`src/rtl/orb_ram_wr_arbiter_if.sv`:
```
// Bus bundle between the telemetry packers (master side) and the
// orbital-frame RAM write arbiter (slave side).
//   req/reqAddr/reqData : per-requester write request, packed address/data
//   SW                  : asynchronous frame-switch toggle
//   ack                 : one-cycle completion pulse, one-hot
//   ramWE/ramAddr/ramData : RAM write port
//   bank/swapPulse      : active buffer bank and its toggle strobe
//   dropCnt             : saturating count of discarded address-0 writes
interface orb_ram_wr_arbiter_if #(
  parameter int NREQ = 3,
  parameter int AW   = 11,
  parameter int DW   = 12
);
  logic [NREQ-1:0]    req;
  logic [NREQ*AW-1:0] reqAddr;
  logic [NREQ*DW-1:0] reqData;
  logic               SW;
  logic [NREQ-1:0]    ack;
  logic               ramWE;
  logic [AW-1:0]      ramAddr;
  logic [DW-1:0]      ramData;
  logic               bank;
  logic               swapPulse;
  logic [7:0]         dropCnt;

  modport master (
    output req, reqAddr, reqData, SW,
    input  ack, ramWE, ramAddr, ramData, bank, swapPulse, dropCnt
  );

  modport slave (
    input  req, reqAddr, reqData, SW,
    output ack, ramWE, ramAddr, ramData, bank, swapPulse, dropCnt
  );
endinterface

```
`src/rtl/orb_ram_wr_arbiter.sv`:
```
// Round-robin arbiter for the single write port of the orbital-frame RAM.
// Each granted write runs setup -> WE pulse -> ack; writes to address 0
// (frame-header slot) are discarded and counted. Owns the double-buffer
// bank bit, flipped on a synchronized SW change, only between transactions.
// Ports:
//   clk  : system clock, posedge
//   rst  : asynchronous reset, active low
//   bus  : slave modport of orb_ram_wr_arbiter_if (requests, RAM port,
//          bank/swapPulse, dropCnt)
module orb_ram_wr_arbiter #(
  parameter int NREQ   = 3,
  parameter int AW     = 11,
  parameter int DW     = 12,
  parameter int SETUP  = 1,
  parameter int WE_LEN = 2
) (
  input logic                 clk,
  input logic                 rst,
  orb_ram_wr_arbiter_if.slave bus
);
  localparam int PW   = (NREQ > 1) ? $clog2(NREQ) : 1;
  localparam int CMAX = (SETUP > WE_LEN) ? SETUP : WE_LEN;
  localparam int CW   = $clog2(CMAX + 1);

  typedef enum logic [2:0] {S_IDLE, S_SETUP, S_WRITE, S_DROP, S_DONE} state_t;

  state_t          state;
  logic [PW-1:0]   ptr, g, pick;
  logic [CW-1:0]   cnt;
  logic            any_req;
  logic            sw_s1, sw_s2, sw_prev, swap_pend, sw_change;
  logic [NREQ-1:0] ack;
  logic            ram_we, bank, swap_pulse;
  logic [AW-1:0]   ram_addr;
  logic [DW-1:0]   ram_data;
  logic [7:0]      drop_cnt;

  logic [AW-1:0] addr_arr [NREQ];
  logic [DW-1:0] data_arr [NREQ];

  for (genvar i = 0; i < NREQ; i++) begin : g_unpack
    assign addr_arr[i] = bus.reqAddr[i*AW +: AW];
    assign data_arr[i] = bus.reqData[i*DW +: DW];
  end

  // Search ptr+1, ptr+2, ... ; iterate farthest-first so the nearest hit wins.
  always_comb begin
    int idx;
    idx     = 0;
    any_req = 1'b0;
    pick    = '0;
    for (int k = NREQ; k >= 1; k--) begin
      idx = (int'(ptr) + k) % NREQ;
      if (bus.req[PW'(idx)]) begin
        any_req = 1'b1;
        pick    = PW'(idx);
      end
    end
  end

  assign sw_change = sw_s2 ^ sw_prev;

  always_ff @(posedge clk or negedge rst) begin
    if (!rst) begin
      state      <= S_IDLE;
      ptr        <= PW'(NREQ - 1);
      g          <= '0;
      cnt        <= '0;
      ack        <= '0;
      ram_we     <= 1'b0;
      ram_addr   <= '0;
      ram_data   <= '0;
      bank       <= 1'b0;
      swap_pulse <= 1'b0;
      drop_cnt   <= '0;
      sw_s1      <= 1'b0;
      sw_s2      <= 1'b0;
      sw_prev    <= 1'b0;
      swap_pend  <= 1'b0;
    end else begin
      sw_s1      <= bus.SW;
      sw_s2      <= sw_s1;
      sw_prev    <= sw_s2;
      swap_pend  <= swap_pend | sw_change;
      swap_pulse <= 1'b0;
      ack        <= '0;
      case (state)
        S_IDLE: begin
          if (swap_pend) begin
            // A change landing on the clearing cycle starts a new pending swap.
            bank       <= ~bank;
            swap_pulse <= 1'b1;
            swap_pend  <= sw_change;
          end else if (any_req) begin
            g        <= pick;
            ram_addr <= addr_arr[pick];
            ram_data <= data_arr[pick];
            cnt      <= '0;
            state    <= (addr_arr[pick] != '0) ? S_SETUP : S_DROP;
          end
        end
        S_SETUP: begin
          if (cnt == CW'(SETUP - 1)) begin
            cnt    <= '0;
            ram_we <= 1'b1;
            state  <= S_WRITE;
          end else begin
            cnt <= cnt + CW'(1);
          end
        end
        S_WRITE: begin
          if (cnt == CW'(WE_LEN - 1)) begin
            ram_we <= 1'b0;
            ack    <= NREQ'(1) << g;
            state  <= S_DONE;
          end else begin
            cnt <= cnt + CW'(1);
          end
        end
        S_DROP: begin
          if (drop_cnt != 8'hFF) drop_cnt <= drop_cnt + 8'd1;
          ack   <= NREQ'(1) << g;
          state <= S_DONE;
        end
        S_DONE: begin
          ptr   <= g;
          state <= S_IDLE;
        end
        default: state <= S_IDLE;
      endcase
    end
  end

  assign bus.ack       = ack;
  assign bus.ramWE     = ram_we;
  assign bus.ramAddr   = ram_addr;
  assign bus.ramData   = ram_data;
  assign bus.bank      = bank;
  assign bus.swapPulse = swap_pulse;
  assign bus.dropCnt   = drop_cnt;
endmodule

```
`src/flat_wrapper.sv`:
```
// flat-port wrapper written by rule: the top's interface ports become plain ports
module orb_ram_wr_arbiter_flat 
#(
  parameter int NREQ   = 3,
  parameter int AW     = 11,
  parameter int DW     = 12,
  parameter int SETUP  = 1,
  parameter int WE_LEN = 2
)
  (clk, rst, bus_req, bus_reqAddr, bus_reqData, bus_SW, bus_ack, bus_ramWE, bus_ramAddr, bus_ramData, bus_bank, bus_swapPulse, bus_dropCnt);
  orb_ram_wr_arbiter_if #(.NREQ(NREQ), .AW(AW), .DW(DW)) bus_i ();
  input logic clk;
  input logic rst;
  input wire logic [$bits(bus_i.req)-1:0] bus_req;
  input wire logic [$bits(bus_i.reqAddr)-1:0] bus_reqAddr;
  input wire logic [$bits(bus_i.reqData)-1:0] bus_reqData;
  input wire logic [$bits(bus_i.SW)-1:0] bus_SW;
  output wire logic [$bits(bus_i.ack)-1:0] bus_ack;
  output wire logic [$bits(bus_i.ramWE)-1:0] bus_ramWE;
  output wire logic [$bits(bus_i.ramAddr)-1:0] bus_ramAddr;
  output wire logic [$bits(bus_i.ramData)-1:0] bus_ramData;
  output wire logic [$bits(bus_i.bank)-1:0] bus_bank;
  output wire logic [$bits(bus_i.swapPulse)-1:0] bus_swapPulse;
  output wire logic [$bits(bus_i.dropCnt)-1:0] bus_dropCnt;
  assign bus_i.req = bus_req;
  assign bus_i.reqAddr = bus_reqAddr;
  assign bus_i.reqData = bus_reqData;
  assign bus_i.SW = bus_SW;
  assign bus_ack = bus_i.ack;
  assign bus_ramWE = bus_i.ramWE;
  assign bus_ramAddr = bus_i.ramAddr;
  assign bus_ramData = bus_i.ramData;
  assign bus_bank = bus_i.bank;
  assign bus_swapPulse = bus_i.swapPulse;
  assign bus_dropCnt = bus_i.dropCnt;
  orb_ram_wr_arbiter #(.NREQ(NREQ), .AW(AW), .DW(DW), .SETUP(SETUP), .WE_LEN(WE_LEN)) u_core (.clk(clk), .rst(rst), .bus(bus_i));
endmodule
```
`config.mk`:
```
export PLATFORM = sky130hd
export DESIGN_NAME = orb_ram_wr_arbiter_flat
export DESIGN_NICKNAME = d
export VERILOG_FILES = /design/src/rtl/orb_ram_wr_arbiter_if.sv /design/src/rtl/orb_ram_wr_arbiter.sv /design/src/flat_wrapper.sv
export SDC_FILE = /design/constraint.sdc
export NUM_CORES = 1
export LEC_CHECK = 0
export ABC_AREA = 1
export BUFFER_PORTS_ARGS = -buffer_cell sky130_fd_sc_hd__buf_2
export CORE_MARGIN = 2
export CORE_UTILIZATION = 50
export DETAILED_ROUTE_END_ITERATION = 6
export PLACE_DENSITY_LB_ADDON = 0.15
export SLEW_MARGIN = 20
export SYNTH_ARGS = -nofsm -noshare
export SYNTH_HDL_FRONTEND = slang
export SYNTH_SLANG_ARGS = --single-unit
```
`constraint.sdc`:
```
create_clock -name clk -period 6 [get_ports clk]
set_clock_uncertainty 0.05 [all_clocks]
set_input_delay 0.3 -clock clk [delete_from_list [all_inputs] [get_ports clk]]
set_output_delay 0.3 -clock clk [all_outputs]
set_load 0.03 [all_outputs]
```
# After elaboration in Yosys (flattened, before gate mapping)
# Cells that the tools add are included.
[word_totals]
elab_cells = 96
mem_bits_ro = 0
mem_count = 0
ramBits = 0
in_bits = 75
latchBits = 0
register_bits = 50
out_inout_bits = 37
[classes]
shifts = 1
multipliers = 0
reduce_logical = 11
eq_ne = 11
magnitude_cmp = 4
n_mux = 41
add_sub_neg = 5
n_div = 3
bitwise_logic = 5
[op_table]
columns = ["cell", "count"]
rows = [
  ["$mod A32 B3 Y32 const B", 3],
  ["$bmux W12 S2", 1],
  ["$mux W12", 2],
  ["$bmux W11 S2", 1],
  ["$mux W11", 2],
  ["$mux W2", 8],
  ["$mux W1", 15],
  ["$mux W3", 5],
  ["$lt A2 B4 Y1 const B", 3],
  ["$pmux W3 S4", 1],
  ["$reduce_bool A11 Y1", 1],
  ["$add A8 B1 Y8 const B", 1],
  ["$ne A8 B8 Y1 const B", 1],
  ["$reduce_and A4 Y1", 2],
  ["$add A2 B2 Y3 const B", 2],
  ["$bmux W1 S2", 3],
  ["$eq A3 B2 Y1 const B", 2],
  ["$ne A2 B1 Y1 const B", 3],
  ["$pmux W2 S3", 1],
  ["$pmux W3 S2", 1],
  ["$reduce_and A3 Y1", 2],
  ["$ne A2 B2 Y1 const B", 2],
  ["$reduce_and A2 Y1", 2],
  ["$add A2 B1 Y3 const B", 1],
  ["15 further kinds", 16],
]

# Longest topological paths before layout
# Gate-level depths: netlist (run 1).
[depth]
ltp_word = 17
depth_mapped = 20
mapped_depth_nobuf = 20

# Worst setup path after synthesis (run 1)
# No wires, ideal clock.
[synth_timing]
path_kind = "register -> register"
from = "reg u_core.ptr[1]"
to = "reg u_core.state[1]"
setup_slack_ns = 3.900
setup_ns = 0.065
path_stages_with_launch = 20
period_less_slack_ns = 2.100
required_ns = 5.885
n_path_buf = 1
arrival_ns = 1.985
path_cell_list = "dfstp_2 ha_1 inv_2 nand2_2 nand3_2 nand2_2 nand2_2 nand2_1 nand2_2 nand2_4 buf_6 nand2_1 nand3_1 nand2_1 nand2_1 nor2_1 nand3_1 nand2_1 nand2_1 nand2_1"
[synth_via]
elab_chain_len = 17
word_cells_on_any_way = 32
classes_between = "3 x add/sub; 3 x div; 1 x eq/ne; 22 x mux; 1 x bitwise; 2 x reduce/logical"
[synth_lines]
columns = ["item", "line", "rtl"]
rows = [
  ["from (decl)", "orb_ram_wr_arbiter.sv:28", "logic [PW-1:0] ptr, g, pick;"],
  ["from (signal assigned)", "orb_ram_wr_arbiter.sv:66", "ptr <= PW'(NREQ - 1);"],
  ["from (signal assigned)", "orb_ram_wr_arbiter.sv:126", "ptr <= g;"],
  ["$add A2 B2 Y3", "orb_ram_wr_arbiter.sv:53", "idx = (int'(ptr) + k) % NREQ;"],
  ["$mod A32 B3 Y32", "orb_ram_wr_arbiter.sv:53", ""],
  ["$bmux W1 S2", "orb_ram_wr_arbiter.sv:54", "if (bus.req[PW'(idx)]) begin"],
  ["$mux W1 (implied by the code) (2 in series)", "orb_ram_wr_arbiter.sv:54", ""],
  ["$mux W2 (3 in series)", "orb_ram_wr_arbiter.sv:54", ""],
  ["$not A2 Y3 (implied by the code)", "orb_ram_wr_arbiter.sv:99", "state <= (addr_arr[pick] != '0) ? S_SETUP : S_DROP;"],
  ["$bmux W11 S2", "orb_ram_wr_arbiter.sv:99", ""],
  ["$mux W11 (implied by the code) (2 in series)", "orb_ram_wr_arbiter.sv:99", ""],
  ["$reduce_bool A11 Y1", "orb_ram_wr_arbiter.sv:99", ""],
  ["$mux W2", "orb_ram_wr_arbiter.sv:99", ""],
  ["$mux W3", "orb_ram_wr_arbiter.sv:94", "end else if (any_req) begin"],
  ["$mux W3", "orb_ram_wr_arbiter.sv:89", "if (swap_pend) begin"],
  ["$pmux W3 S4", "orb_ram_wr_arbiter.sv:87", "case (state)"],
  ["to (signal assigned)", "orb_ram_wr_arbiter.sv:99", ""],
  ["to (decl)", "orb_ram_wr_arbiter.sv:27", "state_t state;"],
]
# Parallel ways exist; a longest one is shown, timed or not. The select of a mux whose other input is x is not followed.
# A chain may end at the register's enable or synchronous reset.

# Final worst setup path (run 1)
[layout_timing]
from = "reg u_core.ptr[0]"
to = "reg u_core.state[1]"
# The elaborated chain is that of the path after synthesis.

==> key figures, run 1 <==
Drt
  • DRC Markers: 0
  • Via count: 2764
  • Metal3 WL: about 420 um
  • Initial DRC count: 180
  • Vias/cell: 5.119
  • Aggregate routed wire length: 6664 um
  • M1 wire length: 3045 um
  • Drt first pass iters: 5
  • Uppermost layer routed: met4
  • Post-DRT Antenna Nets: 0
  • WL/cell: 12.34 um
  • Metal2 WL: ~3100 um

CTS
  • CTS root buffer: clkbuf_8
  • Cts repair resizes: 0
  • TritonCTS clock tree: done
  • CTS Hold Buffers Added: 0
  • Clk sinks: 50
  • Worst-path clk slew: 0.09 ns
  • CTS max path bufs: 2
  • Worst-Skew Late Latency: ~0.29 ns
  • CTS HTree Levels: 2
  • CTS Buf Count: 5
  • Setup Buffers After CTS: 0

STA
  • Setup WS post-layout: around 3.2 ns
  • Worst slew margin: 59.23%
  • Final Hold Viols: 49
  • FMAX: 355.1 MHz
  • Setup TNS: 0 ns
  • Final Max Tran Viols: 0
  • Setup violations, final: 0
  • Worst-Margin Slew: 0.6116 ns
  • Fin crit share: between 40% and 50%
  • Post-layout min period: 2.816 ns
  • Final hold slack: -0.03830 ns
  • Unrepaired setup endpoints after global routing: no

Cells and area
  • Final net count: ~550
  • Multi-input logic area: about 1300 um^2
  • Fraction of layout cells with a size suffix above 1: 29.49%
  • Final Cell Area: 3447 um^2
  • Fill cell count: 520
  • Ant diodes: 0
  • FF/Latch Area: around 1300 um^2
  • Area grow syn2layout: 22.77%

Global route
  • Total track usage: 22.88%
  • Gr ovfl total: 0
  • Initial antenna violation count: 0
  • First-pass GRT wire length: 11440 um
  • Largest net degree at the start of global routing: 51
  • Vias in the first global route: roughly 2600

Placed design
  • RePlAce Congestion: about 0.8
  • Hpwl dp: 5147 um
  • Place WS: ~3.2 ns
  • Port-buffer cells: 111
  • Post-DP Area: around 3400 um^2

Worst setup path
  • R2R depth: 20
  • CP Class: flip-flop to flip-flop
  • Crit path max-delay family: simple AND/OR/NAND/NOR gates
  • Required time worst endpoint: 6.15 ns
  • Worst setup EP type: flip-flop
  • Critical Path Slowest Stage Cell: dfrtp_1
  • CP Max Fanout: 25
  • Worst path max stage delay: ~0.42 ns
  • Reg2Reg Setup Slack: 3.18 ns
  • CP Cell Sequence: inv_1 -> ha_1 -> inv_2 -> nand2_2 -> nand3_2 -> nand2_2 -> nand2_2 -> nand2_1 -> nand2_2 -> nand2_4 -> inv_1 -> nand2_1 -> nand2_1 -> nand2_1 -> nand2_1 -> nor2_1 -> nand3_1 -> nand2_1 -> nand2_1 -> nand2_1
  • Critical Path AT: 2.96 ns
  • Critical R2R Launch: u_core.ptr[0]
  • Worst path bufs/invs: 3
  • Top cell by count, worst path: nand2_1
  • Worst flop-to-flop path endpoint: u_core.state[1]
  • Worst setup SP type: flip-flop

Synthesis
  • Most common cell in the netlist: nand2_1
  • Avg Inst Size Synth: 7.735 um^2
  • Flops & latches, synth: 50
  • Mapped Nets: 446
  • YS warnings: 0
  • Area leader, netlist: dfrtp_1
  • Async S/R FF share, synth: 100.0%
  • Register area share after synthesis: 44.61%
  • Post-Syn Instances: 363
  • Count of different cell masters after synthesis: 29
  • Mapped Area: 2808 um^2
  • Yosys top cell area share: 43.67%
  • Predominant post-synthesis flop cell: dfrtp_1
  • Post-synth EDFFs: 0
  • Synth top cells by count: nand2_1, dfrtp_1, nand3_1
  • Top post-synthesis cells by area: dfrtp_1, nand2_1, nand3_1

Power and ir drop
  • Worst vdd ir: 359.1 uV
  • Pleak: 1.885 nW
  • Power Density: ~660 nW/um^2

Outcome
  • Status: finished with violations
  • Failing checks: hold timing

Floorplanning
  • Die area: between 6000 and 7000 um^2
  • Core area: 5473 um^2
  • DIE HEIGHT: 78.94 um
  • Number of top-level pins: 112
  • DIE WIDTH: 78.94 um
  • Initial Util: 51.30%
  • # rows: 27

Flow run
  • Max_cap viols: 0

Hold path
  • HP Class: primary input to asynchronous set/reset pin
-- sequential cells by signal, indices dropped and copies added, names as in the netlist --
| signal | flops |
|---|---|
| u_core.cnt | 2 |
| u_core.sw_prev | 1 |
| u_core.state | 3 |
| u_core.bus.ramAddr | 11 |
| u_core.bus.ramWE | 1 |
| u_core.bus.dropCnt | 8 |
| u_core.bus.bank | 1 |
| u_core.sw_s1 | 1 |
| u_core.bus.ramData | 12 |
| u_core.sw_s2 | 1 |
| u_core.g | 2 |
| u_core.swap_pend | 1 |
| u_core.bus.ack | 3 |
| u_core.bus.swapPulse | 1 |
| u_core.ptr | 2 |
-- stage by stage --
stage | utilization, % | std cells | total power [W]
4_1_cts | 62.94 | 540 | 0.002289
3_5_place_dp | 61.55 | 533 | 0.002106
5_1_grt | 62.99 | 540 | 0.002524
6_report | 62.99 | 540 | 0.002275
3_3_place_gp | 61.55 | 533 | 0.002075
2_1_floorplan | - | 363 | 0.001828
-- per-layer routing --
metal	vias up	global-route usage (%)
met4	0	7.241
li1	1389	-
met2	111	37.61
met5	-	0
met1	1254	31.07
met3	10	3.977
-- worst reg2reg max path, cell delays in order, from the launching register on --
cell	delay, ns
dfrtp_1	0.42
inv_1	0.08
ha_1	0.35
inv_2	0.12
nand2_2	0.07
nand3_2	0.06
nand2_2	0.08
nand2_2	0.08
nand2_1	0.06
nand2_2	0.19
nand2_4	0.21
inv_1	0.34
nand2_1	0.09
nand2_1	0.08
nand2_1	0.07
nand2_1	0.08
nor2_1	0.06
nand3_1	0.08
nand2_1	0.06
nand2_1	0.05
nand2_1	0.04
-- where the power goes --
part,internal (W),total (W),switching (W),leakage (nW)
clock network,0.0000805,0.000181,0.000101,0.0383
logic,0.000445,0.00154,0.00109,1.22
registers,0.000471,0.000557,0.0000860,0.625
-- worst max path at each step --
stage,from,to,slack (ns),cells after the start
2_1_floorplan,u_core.ptr[1],u_core.state[1],3.90,19
3_3_place_gp,u_core.ptr[1],u_core.state[1],3.26,19
3_5_place_dp,u_core.ptr[0],u_core.state[1],3.23,20
4_1_cts,u_core.ptr[0],u_core.state[1],3.21,20
5_1_grt,u_core.ptr[0],u_core.state[1],2.84,20
6_report,u_core.ptr[0],u_core.state[1],3.18,20
-- cells in the final DEF (no fill, tap or decap) --
cell type / Yosys / routed
nand3_1: 43 / 43
nand2_2: 9 / 9
ha_1: 8 / 8
buf_2: 5 / 110
o21ai_0: 33 / 33
nand3_2: 2 / 2
clkbuf_1: 4 / 2
nand4_1: 2 / 2
inv_4: 1 / 1
clkbuf_8: 0 / 5
o211ai_1: 12 / 12
inv_2: 5 / 5
nor2_2: 1 / 1
dfstp_2: 1 / 1
dfrtp_1: 49 / 49
nand2_4: 2 / 2
inv_1: 27 / 27
xor2_1: 7 / 7
xnor2_1: 2 / 2
nand2_1: 102 / 102
buf_4: 0 / 1
a21oi_1: 2 / 2
o21ai_1: 2 / 2
a31oi_1: 2 / 2
nor4_1: 2 / 2
nor3_1: 1 / 1
o21a_1: 1 / 1
a211oi_1: 1 / 1
nor2_1: 32 / 32
o21ai_2: 1 / 1
-- cell families after synthesis --
kind of cell | synth area share (%)
xor+xnor | 2.808
flops | 44.61
buf+inv | 7.531
fa+ha+maj | 3.565
simple gates | 30.39
compound gates | 11.10
-- cell type report --
class                           instances  share of cell area, %
Multi-Input combinational cell        267                  38.98
Sequential cell                        50                  36.33
Timing Repair Buffer                  111                  16.19
Inverter                               33                  3.666
Tap cell                               72                  2.613
Clock buffer                            7                  2.214
No activity file was read; power rests on OpenSTA's default activity.
==> inputs of run 2 (changes only) <==
--- a/config.mk
+++ b/config.mk
@@ -5,10 +5,10 @@
 export SDC_FILE = /design/constraint.sdc
 export NUM_CORES = 1
 export LEC_CHECK = 0
-export ABC_AREA = 1
+export ABC_AREA = 0
 export BUFFER_PORTS_ARGS = -buffer_cell sky130_fd_sc_hd__buf_2
 export CORE_MARGIN = 2
-export CORE_UTILIZATION = 50
+export CORE_UTILIZATION = 49
 export DETAILED_ROUTE_END_ITERATION = 6
 export PLACE_DENSITY_LB_ADDON = 0.15
 export SLEW_MARGIN = 20
==> constraint.sdc (replaced) <==
create_clock -name clk -period 2.82 [get_ports clk]
set_clock_uncertainty 0.05 [all_clocks]
set_input_delay 0.141 -clock clk [delete_from_list [all_inputs] [get_ports clk]]
set_output_delay 0.141 -clock clk [all_outputs]
set_load 0.03 [all_outputs]
==> key figures, run 2 <==
Drt
  • WL/cell: 12.53 um
  • DRC Markers: 0
  • Vias/cell: 5.004
  • Post-DRT Antenna Nets: 0
  • Via count: 2442
  • Aggregate routed wire length: 6113 um
  • Initial DRC count: about 110
  • Drt first pass iters: 4

Power and ir drop
  • Pleak: approximately 1.8 nW
  • Worst vdd ir: 627.1 uV
  • Pwr Total: 0.004251 W
  • Power Density: around 1200 nW/um^2

Synthesis
  • Avg Inst Size Synth: 9.327 um^2
  • Area leader, netlist: dfrtp_1
  • Register area share after synthesis: 45.21%
  • Predominant post-synthesis flop cell: dfrtp_1
  • Post-Syn Instances: a little under 300
  • Mapped Area: roughly 2800 um^2
  • Async S/R FF share, synth: 100.0%
  • Count of different cell masters after synthesis: 41
  • Post-synth EDFFs: 0
  • Mapped Nets: 380
  • Most common cell in the netlist: dfrtp_1
  • Flops & latches, synth: 50
  • Top post-synthesis cells by area: dfrtp_1, mux2i_1, nand2_1
  • YS warnings: 0
  • Yosys top cell area share: between 40 and 50%
  • Synth top cells by count: dfrtp_1, nand2_1, o21ai_0

Worst setup path
  • Critical Path AT: 2.98 ns
  • R2R depth: 10
  • Critical Path Slowest Stage Cell: dfstp_2
  • CP Cell Sequence: inv_2 -> ha_2 -> mux2i_1 -> mux2_4 -> o311ai_4 -> and2_4 -> mux2i_1 -> o21ai_1 -> or3_1 -> o31ai_1
  • Worst path max stage delay: 0.56 ns
  • Crit path max-delay family: multiplexers
  • Worst setup EP type: flip-flop
  • Top cell by count, worst path: mux2i_1
  • Required time worst endpoint: 2.99 ns
  • CP Max Fanout: 8
  • Worst setup SP type: flip-flop
  • WP depth: 10
  • Worst path bufs/invs: 1
  • CP Class: flip-flop to flip-flop

Floorplanning
  • Initial Util: between 50% and 60%
  • # rows: 27
  • DIE HEIGHT: between 70 and 80 um
  • Number of top-level pins: 112
  • Die area: 6271 um^2
  • DIE WIDTH: 79.19 um
  • Core area: 5473 um^2

STA
  • Final hold slack: ~0.065 ns
  • Worst-Margin Slew: approximately 0.45 ns
  • Unrepaired setup endpoints after global routing: yes
  • Final Hold Viols: 0
  • Post-layout min period: 2.811 ns
  • Setup violations, final: 0
  • Final Max Tran Viols: 0
  • FMAX: 355.8 MHz
  • Fin crit share: 99.67%
  • Worst slew margin: about 70%

CTS
  • CTS root buffer: clkbuf_8
  • CTS Buf Count: 5
  • Worst-Skew Late Latency: ~0.3 ns
  • Clk sinks: 50
  • CTS max path bufs: 2
  • CTS HTree Levels: 2
  • Worst-path clk slew: about 0.090 ns
  • TritonCTS clock tree: done

Global route
  • First-pass GRT wire length: 10410 um
  • Initial antenna violation count: 0
  • Vias in the first global route: 2332
  • Gr ovfl total: 0
  • Largest net degree at the start of global routing: 45
  • Total track usage: 20.94%

Cells and area
  • Commonest non-fill, non-tap cell in the layout: buf_2
  • Fraction of layout cells with a size suffix above 1: 36.54%
  • Largest register FFs: 12
  • Ant diodes: 0
  • Area grow syn2layout: 29.09%
  • Final net count: ~500
  • Most frequent cells in the layout: buf_2, dfrtp_1, nand2_1

Hold path
  • HP Class: primary input to flip-flop
  • Worst hold path cell count: 3

Placed design
  • RePlAce Congestion: 0.9826
  • Hpwl dp: 4787 um
  • Port-buffer cells: 111

Flow run
  • Max_cap viols: 0

Outcome
  • Status: completed
## run 2: cell families after synthesis
logic type / after synthesis / synth area share (%)
flip-flops: 50 / 45.21
XOR/XNOR: 10 / 3.162
adder cells (fa/ha/maj): 8 / 3.614
AND/OR/NAND/NOR: 99 / 16.49
buffers and inverters: 27 / 4.787
multiplexers: 33 / 12.29
AO/OA/AOI/OAI: 70 / 14.45
## run 2: layer usage
layer,track usage (%),routed length (um),up-vias
li1,-,-,1254
met2,35.00,2850,76
met4,6.379,102,0
met1,26.30,2796,1102
met5,0,0,-
met3,6.023,363,10
## run 2: path summary, 6_finish.rpt
kind,startpoint,to,slack [ns]
worst max-delay path,u_core.ptr[1],u_core.state[1],0.009
worst min-delay path,bus_reqData[32],u_core.bus.ramData[8],0.06
worst max register to register,u_core.ptr[1],u_core.state[1],0.009
worst min register to register,u_core.sw_s1,u_core.sw_s2,0.31
max in group asynchronous,rst,u_core.ptr[1],1.86
min in group asynchronous,rst,u_core.sw_s2,0.24
## run 2: final cells by class
type / instances / area (um^2)
clock buffers: 6 / 82.58
repair buffers: 127 / 684.4
well taps: 72 / 90.09
fillers: 472 / 1897
flip-flops and latches: 50 / 1252
clock inverters: 2 / 12.51
multi-input cells: 220 / 1413
inverters: 11 / 41.29
## run 2: what timing repair did
| action | in CTS | in global routing |
|---|---|---|
| endpoints found under the setup margin | 1 | 2 |
| gates resized for setup | 7 | 1 |
| buffers inserted | 1 | 0 |
| hold endpoints to repair | 18 | 0 |
| hold buffers | 2 | 0 |
| pin swaps | 5 | 3 |
## run 2: through the flow
| stage | TNS (ns) | instances | util [%] | setup slack [ns] | cell area [um^2] |
|---|---|---|---|---|---|
| after detailed placement | -0.05404 | 477 | 62.57 | -0.05404 | 3425 |
| final | 0 | 488 | 65.34 | 0.009214 | 3576 |
| after floorplan | 0 | 297 | - | 0.06001 | 2770 |
| after CTS | 0 | 488 | 65.29 | 0.005989 | 3573 |
| after global placement | 0 | 477 | 62.57 | 0.01355 | 3425 |
| after global routing | -0.1111 | 488 | 65.34 | -0.09643 | 3576 |
## run 2: worst reg2reg max path: cells and delay by family (launching register included)
kind,cells,cell delay (ns)
flops,1,0.56
simple gates,2,0.65
buf+inv,1,0.05
mux,3,0.66
fa+ha+maj,1,0.18
compound gates,3,0.57
## run 2: power by group
part	switching, W	internal [W]	total, W	leakage (nW)
combinational	0.00154	0.00109	0.00263	1.15
clock	0.000238	0.000197	0.000436	0.0472
sequential	0.000195	0.000989	0.00118	0.633
==> inputs of run 3 (changes only) <==
--- a/config.mk
+++ b/config.mk
@@ -6,7 +6,7 @@
 export NUM_CORES = 1
 export LEC_CHECK = 0
 export ABC_AREA = 0
-export BUFFER_PORTS_ARGS = -buffer_cell sky130_fd_sc_hd__buf_2
+export BUFFER_PORTS_ARGS = -buffer_cell sky130_fd_sc_hd__buf_4
 export CORE_MARGIN = 2
 export CORE_UTILIZATION = 49
 export DETAILED_ROUTE_END_ITERATION = 6
==> key figures, run 3 (same netlist as run 2, synthesis figures left out) <==
Worst setup path
  • CP Max Fanout: 8
  • R2R depth: 10
  • Crit path from: u_core.ptr[1]
  • Required time worst endpoint: 2.98 ns
  • Worst path bufs/invs: 1
  • Top cell by count, worst path: mux2i_1
  • Critical Path AT: 3.02 ns
  • Crit path max-delay family: compound AO/OA/AOI/OAI gates
  • CP Cell Sequence: ha_2 -> mux2i_1 -> mux2i_1 -> o311ai_4 -> and2_4 -> buf_6 -> o21ai_1 -> nor3_1 -> nand3_1 -> o31ai_2
  • Reg2Reg Setup Slack: -0.05 ns
  • Critical R2R Launch: u_core.ptr[1]
  • Worst flop-to-flop path endpoint: u_core.state[1]
  • Critical Path Slowest Stage Cell: dfstp_2
  • CP Class: flip-flop to flip-flop
  • Worst setup EP type: flip-flop
  • Worst setup SP type: flip-flop
  • Worst path max stage delay: about 0.56 ns

Power and ir drop
  • Worst vdd ir: around 750 uV
  • Pleak: 1.937 nW
  • Pwr Total: 0.004641 W
  • Power Density: 1187 nW/um^2

Hold path
  • Worst hold path cell count: 3
  • Worst Min Path Start: bus_reqData[35]
  • HP Class: primary input to flip-flop
  • Hold Crit Endpoint: u_core.bus.ramData[11]

Global route
  • Gr ovfl total: 0
  • Vias in the first global route: 2399
  • Largest net degree at the start of global routing: 51
  • Total track usage: a little over a fifth
  • First-pass GRT wire length: 10700 um
  • Initial antenna violation count: 0

Cells and area
  • Largest register FFs: 12
  • Final net count: 501
  • Non-Filler Instances: 491
  • Ant diodes: 0
  • Multi-input logic area: 1425 um^2
  • Fraction of layout cells with a size suffix above 1: 37.71%
  • Final design utilization: 71.44%
  • Fill cell count: 429
  • Most frequent cells in the layout: buf_4, dfrtp_1, nand2_1
  • Commonest non-fill, non-tap cell in the layout: buf_4
  • FF/Latch Area: 1252 um^2
  • Area grow syn2layout: 41.15%

STA
  • Unrepaired setup endpoints after global routing: yes
  • Setup WS post-layout: -0.04623 ns
  • FMAX: around 350 MHz
  • Worst-Margin Slew: 0.6109 ns
  • Post-layout min period: roughly 2.9 ns
  • Fin crit share: 101.6%
  • Setup violations, final: 1
  • Worst slew margin: 59.27%
  • Final Hold Viols: 0
  • Setup TNS: -0.04623 ns
  • Final Max Tran Viols: 0

Placed design
  • Placed Cells incl. Taps: about 480
  • RePlAce Congestion: 0.8869
  • Hpwl dp: 4909 um
  • Port-buffer cells: about 110

CTS
  • TritonCTS clock tree: done
  • CTS HTree Levels: 2
  • CTS root buffer: clkbuf_8
  • Clk sinks: 50
  • CTS Buf Count: 5
  • CTS max path bufs: 2
  • Worst-Skew Late Latency: 0.30 ns
  • Worst-path clk slew: around 0.09 ns

Flow run
  • Max_cap viols: 0

Drt
  • Aggregate routed wire length: 6513 um
  • DRC Markers: 0
  • WL/cell: 13.26 um
  • Via count: 2497
  • Vias/cell: 5.086
  • Initial DRC count: 155
  • Drt first pass iters: 4
  • Post-DRT Antenna Nets: 0

Floorplanning
  • DIE HEIGHT: 79.19 um
  • Core area: 5473 um^2
  • Number of top-level pins: 112
  • # rows: 27
  • Die area: 6271 um^2
  • DIE WIDTH: 79.19 um
  • Initial Util: 50.62%

Outcome
  • Status: finished with violations
  • Failing checks: setup timing
==> run 3: worst register-to-register path, stage by stage (launching register included) <==
cell      delay, ns
dfstp_2        0.56
ha_2           0.25
mux2i_1        0.25
mux2i_1        0.18
o311ai_4       0.29
and2_4         0.27
buf_6          0.17
o21ai_1        0.10
nor3_1         0.24
nand3_1        0.14
o31ai_2        0.27
==> run 3: per-layer routing <==
layer	vias up	share of wire, %	wire length, um	global-route usage, %
met5	-	0	0	0
met4	0	0.95	62	6.897
met3	5	6.1	398	4.773
met2	83	49	3203	35.93
met1	1144	44	2848	27.60
li1	1265	-	-	-
==> run 3: layout make-up <==
type	instances	share of cell area, %
multi-input cells	220	36.45
flip-flops and latches	50	32.03
repair buffers	130	25.38
well taps	72	2.304
clock buffers	5	1.760
inverters	11	1.056
clock inverters	3	1.024
==> run 3: timing repair <==
action / 4_1_cts / 5_1_grt
hold buffers: 2 / 0
endpoints found under the hold margin: 50 / 0
endpoints found under the setup margin: 1 / 9
gates resized for setup: 9 / 5
buffers inserted: 5 / 1
pin swaps: 4 / 4
==> run 3: how the worst max path moves through the flow <==
stage / slack (ns) / cells past startpoint / end
floorplan: 0.06 / 11 / u_core.state[1]
global placement: 0.03 / 10 / u_core.state[1]
detailed placement: -0.08 / 10 / u_core.state[1]
CTS: 0.0004 / 10 / u_core.state[1]
global route: -0.15 / 12 / u_core.state[1]
finish: -0.05 / 10 / u_core.state[1]
==> run 3: report_power, final <==
group | total [W] | internal (W) | switching [W]
Clock | 0.000491 | 0.000261 | 0.000230
Combinational | 0.00295 | 0.00134 | 0.00162
Sequential | 0.00120 | 0.000990 | 0.000207
Total | 0.00464 | 0.00259 | 0.00205
==> run 3: stage by stage <==
stage               cell area [um^2]  setup WS (ns)  hold WS [ns]
floorplan                       2770        0.06001       -0.2046
global placement                3687        0.03444        0.1454
detailed placement              3687       -0.08267        0.1510
CTS                             3882      0.0004181       0.05936
global route                    3910        -0.1462       0.07079
finish                          3910       -0.04623       0.06942
